$ cat config.mk
export PLATFORM = sky130hd
export DESIGN_NAME = lfsr_prng_stream
export DESIGN_NICKNAME = d
export VERILOG_FILES = /design/src/rtl/lfsr_prng_stream.sv
export SDC_FILE = /design/constraint.sdc
export NUM_CORES = 1
export LEC_CHECK = 0
export CAP_MARGIN = 20
export CORE_MARGIN = 10
export CORE_UTILIZATION = 35
export DETAILED_ROUTE_END_ITERATION = 6
export SKIP_CTS_REPAIR_TIMING = 1
export SLEW_MARGIN = 5
export SYNTH_ARGS = -nofsm -noshare
export SYNTH_HDL_FRONTEND = slang
export SYNTH_SLANG_ARGS = --single-unit
$ cat constraint.sdc
create_clock -name clk -period 3.1 [get_ports clk]
set_input_delay 0.31 -clock clk [delete_from_list [all_inputs] [get_ports clk]]
set_output_delay 0.31 -clock clk [all_outputs]
set_load 0.01 [all_outputs]
$ cat src/rtl/lfsr_prng_stream.sv
// XNOR-Fibonacci LFSR random source with run-time reseed, post-(re)seed warm-up
// and a valid/ready output stream; each accepted word advances the LFSR OUT_W steps.

module lfsr_prng_stream #(
    parameter int                LFSR_W   = 64,
    parameter int                OUT_W    = 3,
    parameter logic [LFSR_W-1:0] TAPS     = 64'hD800_0000_0000_0000,
    parameter logic [LFSR_W-1:0] SEED_RST = '0,
    parameter int                WARMUP   = 16
) (
    input  logic              clk,
    input  logic              rst,
    input  logic              seed_valid_i,
    input  logic [LFSR_W-1:0] seed_i,
    output logic              seed_ready_o,
    output logic              rnd_valid_o,
    input  logic              rnd_ready_i,
    output logic [OUT_W-1:0]  rnd_o,
    output logic              seed_fixed_o
);

    if (OUT_W > LFSR_W || LFSR_W < 2 || OUT_W < 1) begin : g_bad_params
        $error("lfsr_prng_stream: illegal LFSR_W/OUT_W combination");
    end

    // A zero-width counter is not legal, so WARMUP==0 still gets one bit.
    localparam int WCNT_W = (WARMUP > 0) ? $clog2(WARMUP + 1) : 1;
    localparam logic [WCNT_W-1:0] WCNT_INIT = WCNT_W'(WARMUP);

    typedef enum logic {
        ST_WARMUP = 1'b0,
        ST_RUN    = 1'b1
    } state_t;

    localparam state_t RST_STATE = (WARMUP > 0) ? ST_WARMUP : ST_RUN;

    function automatic logic [LFSR_W-1:0] lfsr_advance(input logic [LFSR_W-1:0] s);
        logic [LFSR_W-1:0] v;
        v = s;
        for (int i = 0; i < OUT_W; i++) begin
            v = {v[LFSR_W-2:0], ~^(v & TAPS)};
        end
        return v;
    endfunction

    state_t             state_q, state_d;
    logic [LFSR_W-1:0]  lfsr_q, lfsr_d;
    logic [WCNT_W-1:0]  wcnt_q, wcnt_d;
    logic               seed_fixed_q, seed_fixed_d;

    logic               run_s;
    logic               reseed_s;
    logic [LFSR_W-1:0]  adv_s;
    logic [LFSR_W-1:0]  seed_load_s;

    // State and datapath registers with synchronous reset.
    always_ff @(posedge clk) begin
        if (rst) begin
            state_q      <= RST_STATE;
            lfsr_q       <= SEED_RST;
            wcnt_q       <= WCNT_INIT;
            seed_fixed_q <= 1'b0;
        end else begin
            state_q      <= state_d;
            lfsr_q       <= lfsr_d;
            wcnt_q       <= wcnt_d;
            seed_fixed_q <= seed_fixed_d;
        end
    end

    // Next-state logic.
    always_comb begin
        state_d = state_q;
        case (state_q)
            ST_WARMUP: begin
                if (wcnt_q == WCNT_W'(1)) begin
                    state_d = ST_RUN;
                end else begin
                    state_d = ST_WARMUP;
                end
            end
            ST_RUN: begin
                if (reseed_s) begin
                    state_d = RST_STATE;
                end else begin
                    state_d = ST_RUN;
                end
            end
            default: state_d = RST_STATE;
        endcase
    end

    // Datapath: an all-ones seed would lock the XNOR LFSR, so bit 0 is cleared.
    always_comb begin
        run_s       = (state_q == ST_RUN);
        reseed_s    = run_s & seed_valid_i;
        adv_s       = lfsr_advance(lfsr_q);
        seed_load_s = seed_i;
        if (&seed_i) begin
            seed_load_s[0] = 1'b0;
        end else begin
            seed_load_s[0] = seed_i[0];
        end

        lfsr_d       = lfsr_q;
        wcnt_d       = wcnt_q;
        seed_fixed_d = 1'b0;
        case (state_q)
            ST_WARMUP: begin
                lfsr_d = adv_s;
                wcnt_d = wcnt_q - WCNT_W'(1);
            end
            ST_RUN: begin
                if (reseed_s) begin
                    lfsr_d       = seed_load_s;
                    wcnt_d       = WCNT_INIT;
                    seed_fixed_d = &seed_i;
                end else if (rnd_ready_i) begin
                    lfsr_d = adv_s;
                end else begin
                    lfsr_d = lfsr_q;
                end
            end
            default: begin
                lfsr_d = SEED_RST;
                wcnt_d = WCNT_INIT;
            end
        endcase
    end

    // Output decode, straight from registers.
    always_comb begin
        rnd_valid_o  = 1'b0;
        seed_ready_o = 1'b0;
        case (state_q)
            ST_RUN: begin
                rnd_valid_o  = 1'b1;
                seed_ready_o = 1'b1;
            end
            ST_WARMUP: begin
                rnd_valid_o  = 1'b0;
                seed_ready_o = 1'b0;
            end
            default: begin
                rnd_valid_o  = 1'b0;
                seed_ready_o = 1'b0;
            end
        endcase
        rnd_o        = lfsr_q[OUT_W-1:0];
        seed_fixed_o = seed_fixed_q;
    end

    lfsr_prng_stream_chk #(
        .LFSR_W (LFSR_W)
    ) u_chk (
        .clk    (clk),
        .rst    (rst),
        .lfsr_i (lfsr_q)
    );

endmodule

// Checker: the LFSR state must never reach the all-ones lock-up value.
module lfsr_prng_stream_chk #(
    parameter int LFSR_W = 64
) (
    input logic              clk,
    input logic              rst,
    input logic [LFSR_W-1:0] lfsr_i
);

    a_no_lockup: assert property (@(posedge clk) disable iff (rst) !(&lfsr_i));

endmodule
==> results_dict.tcl, run 1 <==
set metrics [dict create \
    power_uw 2092 \
    synth.avg_cell_area_um2 8.517 \
    gr-usage-all-layers 0.1365 \
    maxCapViolations 0 \
    area_growth_syn_to_layout_pct 25.03 \
    outcome "complete, no violations" \
    startpoint_type "register" \
    wl_um 10310 \
    muxShareOfSynthArea 0 \
    place_area_um2 4420 \
    finalNonFillerCells 623 \
    route.met3.wl_um 681 \
    startpoint "run_s$_SDFF_PP0_" \
    crit_type "reg2reg" \
    syn_area_um2 3714 \
    grt_max_degree 68 \
    die_h_um 123.0 \
    hold_violations 0 \
    synth-simple-area-share 0.2759 \
    top_layer "met4" \
    max_freq_mhz 525.9 \
    hp-class "reg2reg" \
    worstMarginPinSlew_ps 704.7 \
    synth_fa_ha_area_frac 0.006739 \
    synth_top_family_by_area "simple AND/OR/NAND/NOR gates" \
    r2r_cells 4 \
    clk_path_buf_depth 2 \
    p_per_area_nw_per_um2 450.5 \
    io_buffer_count 73 \
    vias_per_cell 5.475 \
    antenna_found_initial 0 \
    cts_tree "done" \
    grt_pass1_vias 3352 \
    initial_utilization 0.3597 \
    num_antenna_cells 0 \
    fin_tns_setup_ps 0 \
    slew_violations 0 \
    wl_met1_um 4680 \
    cts_buffers 9 \
    hpwl_um 7188 \
    hold_ws_ps 478.3 \
    ys_seq_elements 71 \
    numClockSinks 71 \
    num_vias 3411 \
    register_area_um2 1423 \
    firstDrtPassIters 5 \
    root_buffer "clkbuf_8" \
    wl_met2_um 4817 \
    r2r_slack_ps 1200 \
    leakage_uw 0.001595 \
    r2r_start "run_s$_SDFF_PP0_" \
    synth_xor_area_frac 0.01651 \
    grt_pass1_wl_um 16970 \
    clkTransAtPathRegs_ps 70 \
    core_um2 10320 \
    io_pins 74 \
    max_slew_margin 0.5302 \
    cp-end-kind "register" \
    seq_area_frac_synth 0.3827 \
    postRouteAntennaNets 0 \
    ys_types 31 \
    rsz0062_at_grt "no" \
    synth_fp_nets 506 \
    peakVddDrop_mv 0.1749 \
    synth-compound-area-share 0.2409 \
    fin_nets 552 \
    final.period_utilization 0.6134 \
    drt_iter0_markers 301 \
    drive_gt1_frac 0.1499 \
    rr_endpoint "lfsr_q[6]$_SDFFE_PP0P_" \
    required_ps 3350 \
    period_minus_slack_ps 1901 \
    clk-insertion-delay-late_ps 340 \
    fin_skew_ps 6.668 \
    place_congestion 0.7769 \
    grt_overflow 0 \
    dieWidth_um 123.0 \
    rows 37 \
    dieArea_um2 15130 \
    fin_area_um2 4643 \
    wl_per_cell_um 16.55 \
    remaining_drc_errors 0 \
    fillers 984 \
    finalSetupViolations 0 \
    syn_inst 436 \
    worstPathArrival_ps 2150 \
    endpoint "lfsr_q[6]$_SDFFE_PP0P_" \
    multiInputGateArea_um2 2008 \
    yosys_warnings 0 \
    cts_max_level 3 \
    dp_cells 607 \
    crit_fanout 50 \
]
[worst min-delay path by stage]
stage / start / endpoint / slack [ps] / depth (start not counted)
after floorplan: wcnt_q[4]$_SDFFE_PP1P_ / wcnt_q[4]$_SDFFE_PP1P_ / 440 / 1
after global placement: wcnt_q[4]$_SDFFE_PP1P_ / wcnt_q[4]$_SDFFE_PP1P_ / 460 / 1
after detailed placement: wcnt_q[4]$_SDFFE_PP1P_ / wcnt_q[4]$_SDFFE_PP1P_ / 470 / 1
after CTS: rst / lfsr_q[55]$_SDFFE_PP0P_ / 470 / 2
after global routing: lfsr_q[10]$_SDFFE_PP0P_ / lfsr_q[13]$_SDFFE_PP0P_ / 490 / 2
final: wcnt_q[4]$_SDFFE_PP1P_ / wcnt_q[4]$_SDFFE_PP1P_ / 480 / 1
[sequential cells by signal (all words and copies together) (netlist names)]
signal,cells
lfsr_q,64
wcnt_q,5
run_s,1
seed_fixed_o,1
[stage by stage]
step             util  worst slack [ps]
2_1_floorplan       -              1668
3_3_place_gp   0.4282              1066
3_5_place_dp   0.4282             993.3
4_1_cts        0.4498              1207
5_1_grt        0.4498              1052
6_report       0.4498              1199
[placed cells by master (no fill, tap or decap), drive strengths merged, types with 2 or more instances in the layout]
master	instances
ha	2
a311oi	63
xnor2	7
clkdlybuf4s50	71
nand4	16
nor2	71
buf	12
dfxtp	71
nand3	64
bufinv	2
nor4	5
nand2	67
nor3	2
clkinv	2
nor2b	2
a21oi	3
inv	3
clkbuf	11
[Yosys cell counts, drive strengths merged]
library cell / instances / area [um2]
a211oi: 1 / 7.510
nor3: 2 / 10.01
or3b: 1 / 11.26
dfxtp: 71 / 1421
nand2b: 1 / 6.260
o211a: 1 / 10.01
inv: 3 / 11.26
a21oi: 3 / 15.01
nor2b: 2 / 12.51
nand2: 67 / 251.5
nor2: 71 / 266.5
ha: 2 / 25.02
a311oi: 63 / 820.8
buf: 27 / 196.4
o22a: 1 / 8.760
o31ai: 1 / 7.510
nand4: 16 / 100.1
o22ai: 1 / 6.260
and2: 1 / 6.260
a31oi: 1 / 6.260
o211ai: 1 / 7.510
nor4: 5 / 31.28
nand3: 64 / 320.3
clkbuf: 21 / 78.83
o21ai: 1 / 5.000
xnor2: 7 / 61.31
and4: 1 / 8.760
[metal layers]
metal / track usage / vias to the layer above
li1: - / 1680
met1: 0.1803 / 1617
met2: 0.2175 / 101
met3: 0.02780 / 13
met4: 0.04585 / 0
met5: 0 / -
[critical path, stage by stage (launching register included)]
cell and delay (ps):
dfxtp_2 420, or3b_4 700, buf_4 350, nor2_1 80, a311oi_2 240
[final cells by class]
| class | count | area share |
|---|---|---|
| clock buffer | 11 | 0.03045 |
| clock inverter | 5 | 0.01752 |
| inverter | 3 | 0.002425 |
| multi-input combinational | 314 | 0.4325 |
| sequential | 71 | 0.3064 |
| tap | 136 | 0.03665 |
| timing repair buffer | 83 | 0.1741 |
[kinds of logic (layout without fill, tap and decap cells)]
family          count (synthesis)  after routing
simple gates                  231            231
flops                          71             71
xor+xnor                        7              7
fa+ha+maj                       2              2
buf+inv                        51            102
compound gates                 74             74
[report_power, final]
group	internal, uW	switching [uW]	total (uW)
Sequential	951	28.8	980
Combinational	145	135	279
Clock	476	357	832
Total	1570	520	2090
Power figures use the tool's default switching activity.
==> inputs of run 2 (changes only) <==
clock period = 1.9 ns   (was 3.1 ns; I/O delays follow)
==> results_dict.tcl, run 2 (synthesis results as in run 1) <==
set metrics [dict create \
    period_minus_slack_ps 1669 \
    wl_per_cell_um 16.67 \
    postRouteAntennaNets 0 \
    io_pins 74 \
    rows 37 \
    largest_reg_flops 64 \
    final.period_utilization 0.8786 \
    finalSetupViolations 0 \
    grt_overflow 0 \
    cp-end-kind "output port" \
    io_buffer_count 73 \
    worstPathArrival_ps 1480 \
    required_ps 1710 \
    place_congestion 0.7398 \
    hpwl_um 7301 \
    utilization 0.4540 \
    dieWidth_um 123.0 \
    root_buffer "clkbuf_8" \
    remaining_drc_errors 0 \
    hp-class "in2reg" \
    gr-usage-all-layers 0.1398 \
    dieArea_um2 15130 \
    antenna_found_initial 0 \
    hold_violations 0 \
    drt_iter0_markers 308 \
    num_vias 3406 \
    grt_pass1_vias 3407 \
    max_slew_margin 0.7401 \
    maxCapViolations 0 \
    startpoint_type "register" \
    max_freq_mhz 599.0 \
    grt_max_degree 68 \
    firstDrtPassIters 4 \
    num_antenna_cells 0 \
    layout_common_cells "nor2_1 (71), clkdlybuf4s50_1 (71), dfxtp_1 (70), nand2_1 (66), nand3_1 (64)" \
    grt_pass1_wl_um 17220 \
    p_per_area_nw_per_um2 701.2 \
    cts_tree "done" \
    vias_per_cell 5.432 \
    die_h_um 123.0 \
    area_growth_syn_to_layout_pct 26.21 \
    cts_max_level 3 \
    rsz0062_at_grt "no" \
    cts_buffers 9 \
    fin_tns_setup_ps 0 \
    worstMarginPinSlew_ps 386.3 \
    outcome "complete, no violations" \
    fin_nets 556 \
    drive_gt1_frac 0.1568 \
    numClockSinks 71 \
    wl_um 10460 \
    clk_path_buf_depth 2 \
    top_regs "lfsr_q: 64 flops, wcnt_q: 5 flops" \
    slew_violations 0 \
    fin_skew_ps 9.977 \
    peakVddDrop_mv 0.4011 \
    clkTransAtPathRegs_ps 80 \
    clk-insertion-delay-late_ps 350 \
    crit_type "reg2out" \
    top_register "lfsr_q" \
    core_um2 10320 \
    leakage_uw 0.001612 \
    initial_utilization 0.3597 \
    crit_fanout 13 \
]
## run 2: changes by cell type in the layout (fill, tap and decap cells not counted)
cell and change:
clkinvlp_4 +2, buf_4 +1, bufinv_16 -1, buf_12 +3
clkinv_4 -1
## run 2: report_power, final
group / leakage, uW / switching [uW] / internal (uW)
clock: 0.0000916 / 581 / 640
sequential: 0.000577 / 43.7 / 1550
combinational: 0.000943 / 224 / 245
total: 0.00161 / 849 / 2440
## run 2: per-layer routing
layer | up-vias | global-route usage | wire (um) | share of wire
met5 | - | 0 | 0 | 0
met4 | 0 | 0.04803 | 138 | 0.013
met3 | 9 | 0.03236 | 591 | 0.057
met2 | 96 | 0.2229 | 4951 | 0.47
met1 | 1615 | 0.1819 | 4772 | 0.46
li1 | 1686 | - | - | -
## run 2: metrics by stage
step / hold slack [ps] / cells / worst slack [ps] / instance area, um2 / total power (uW)
floorplan: 341.4 / 436 / 468.4 / 3714 / 1864
detailed placement: 465.9 / 611 / 172.3 / 4488 / 2098
global placement: 460.8 / 611 / 209.9 / 4488 / 2093
CTS: 163.8 / 627 / 208.6 / 4687 / 3306
finish: 177.4 / 627 / 230.7 / 4687 / 3286
global route: 168.1 / 627 / 165.2 / 4687 / 3421
## run 2: area by class of cell
class,instances,area [um2]
tap,136,170.2
clock inverter,5,57.56
sequential,71,1423
multi-input combinational,314,2008
timing repair buffer,87,875.8
fill,987,5637
clock buffer,11,141.4
inverter,3,11.26
## run 2: worst paths after layout
kind | startpoint | end | slack, ps | cells past startpoint
worst max-delay path | run_s$_SDFF_PP0_ | seed_ready_o | 230 | 2
worst min-delay path | rst | lfsr_q[61]$_SDFFE_PP0P_ | 180 | 2
worst max register to register | run_s$_SDFF_PP0_ | lfsr_q[34]$_SDFFE_PP0P_ | 380 | 4
worst min register to register | wcnt_q[4]$_SDFFE_PP1P_ | wcnt_q[4]$_SDFFE_PP1P_ | 480 | 1
## run 2: critical path: stages (launching register included)
cell and delay [ps]:
dfxtp_2 380, buf_4 200, clkdlybuf4s50_1 560
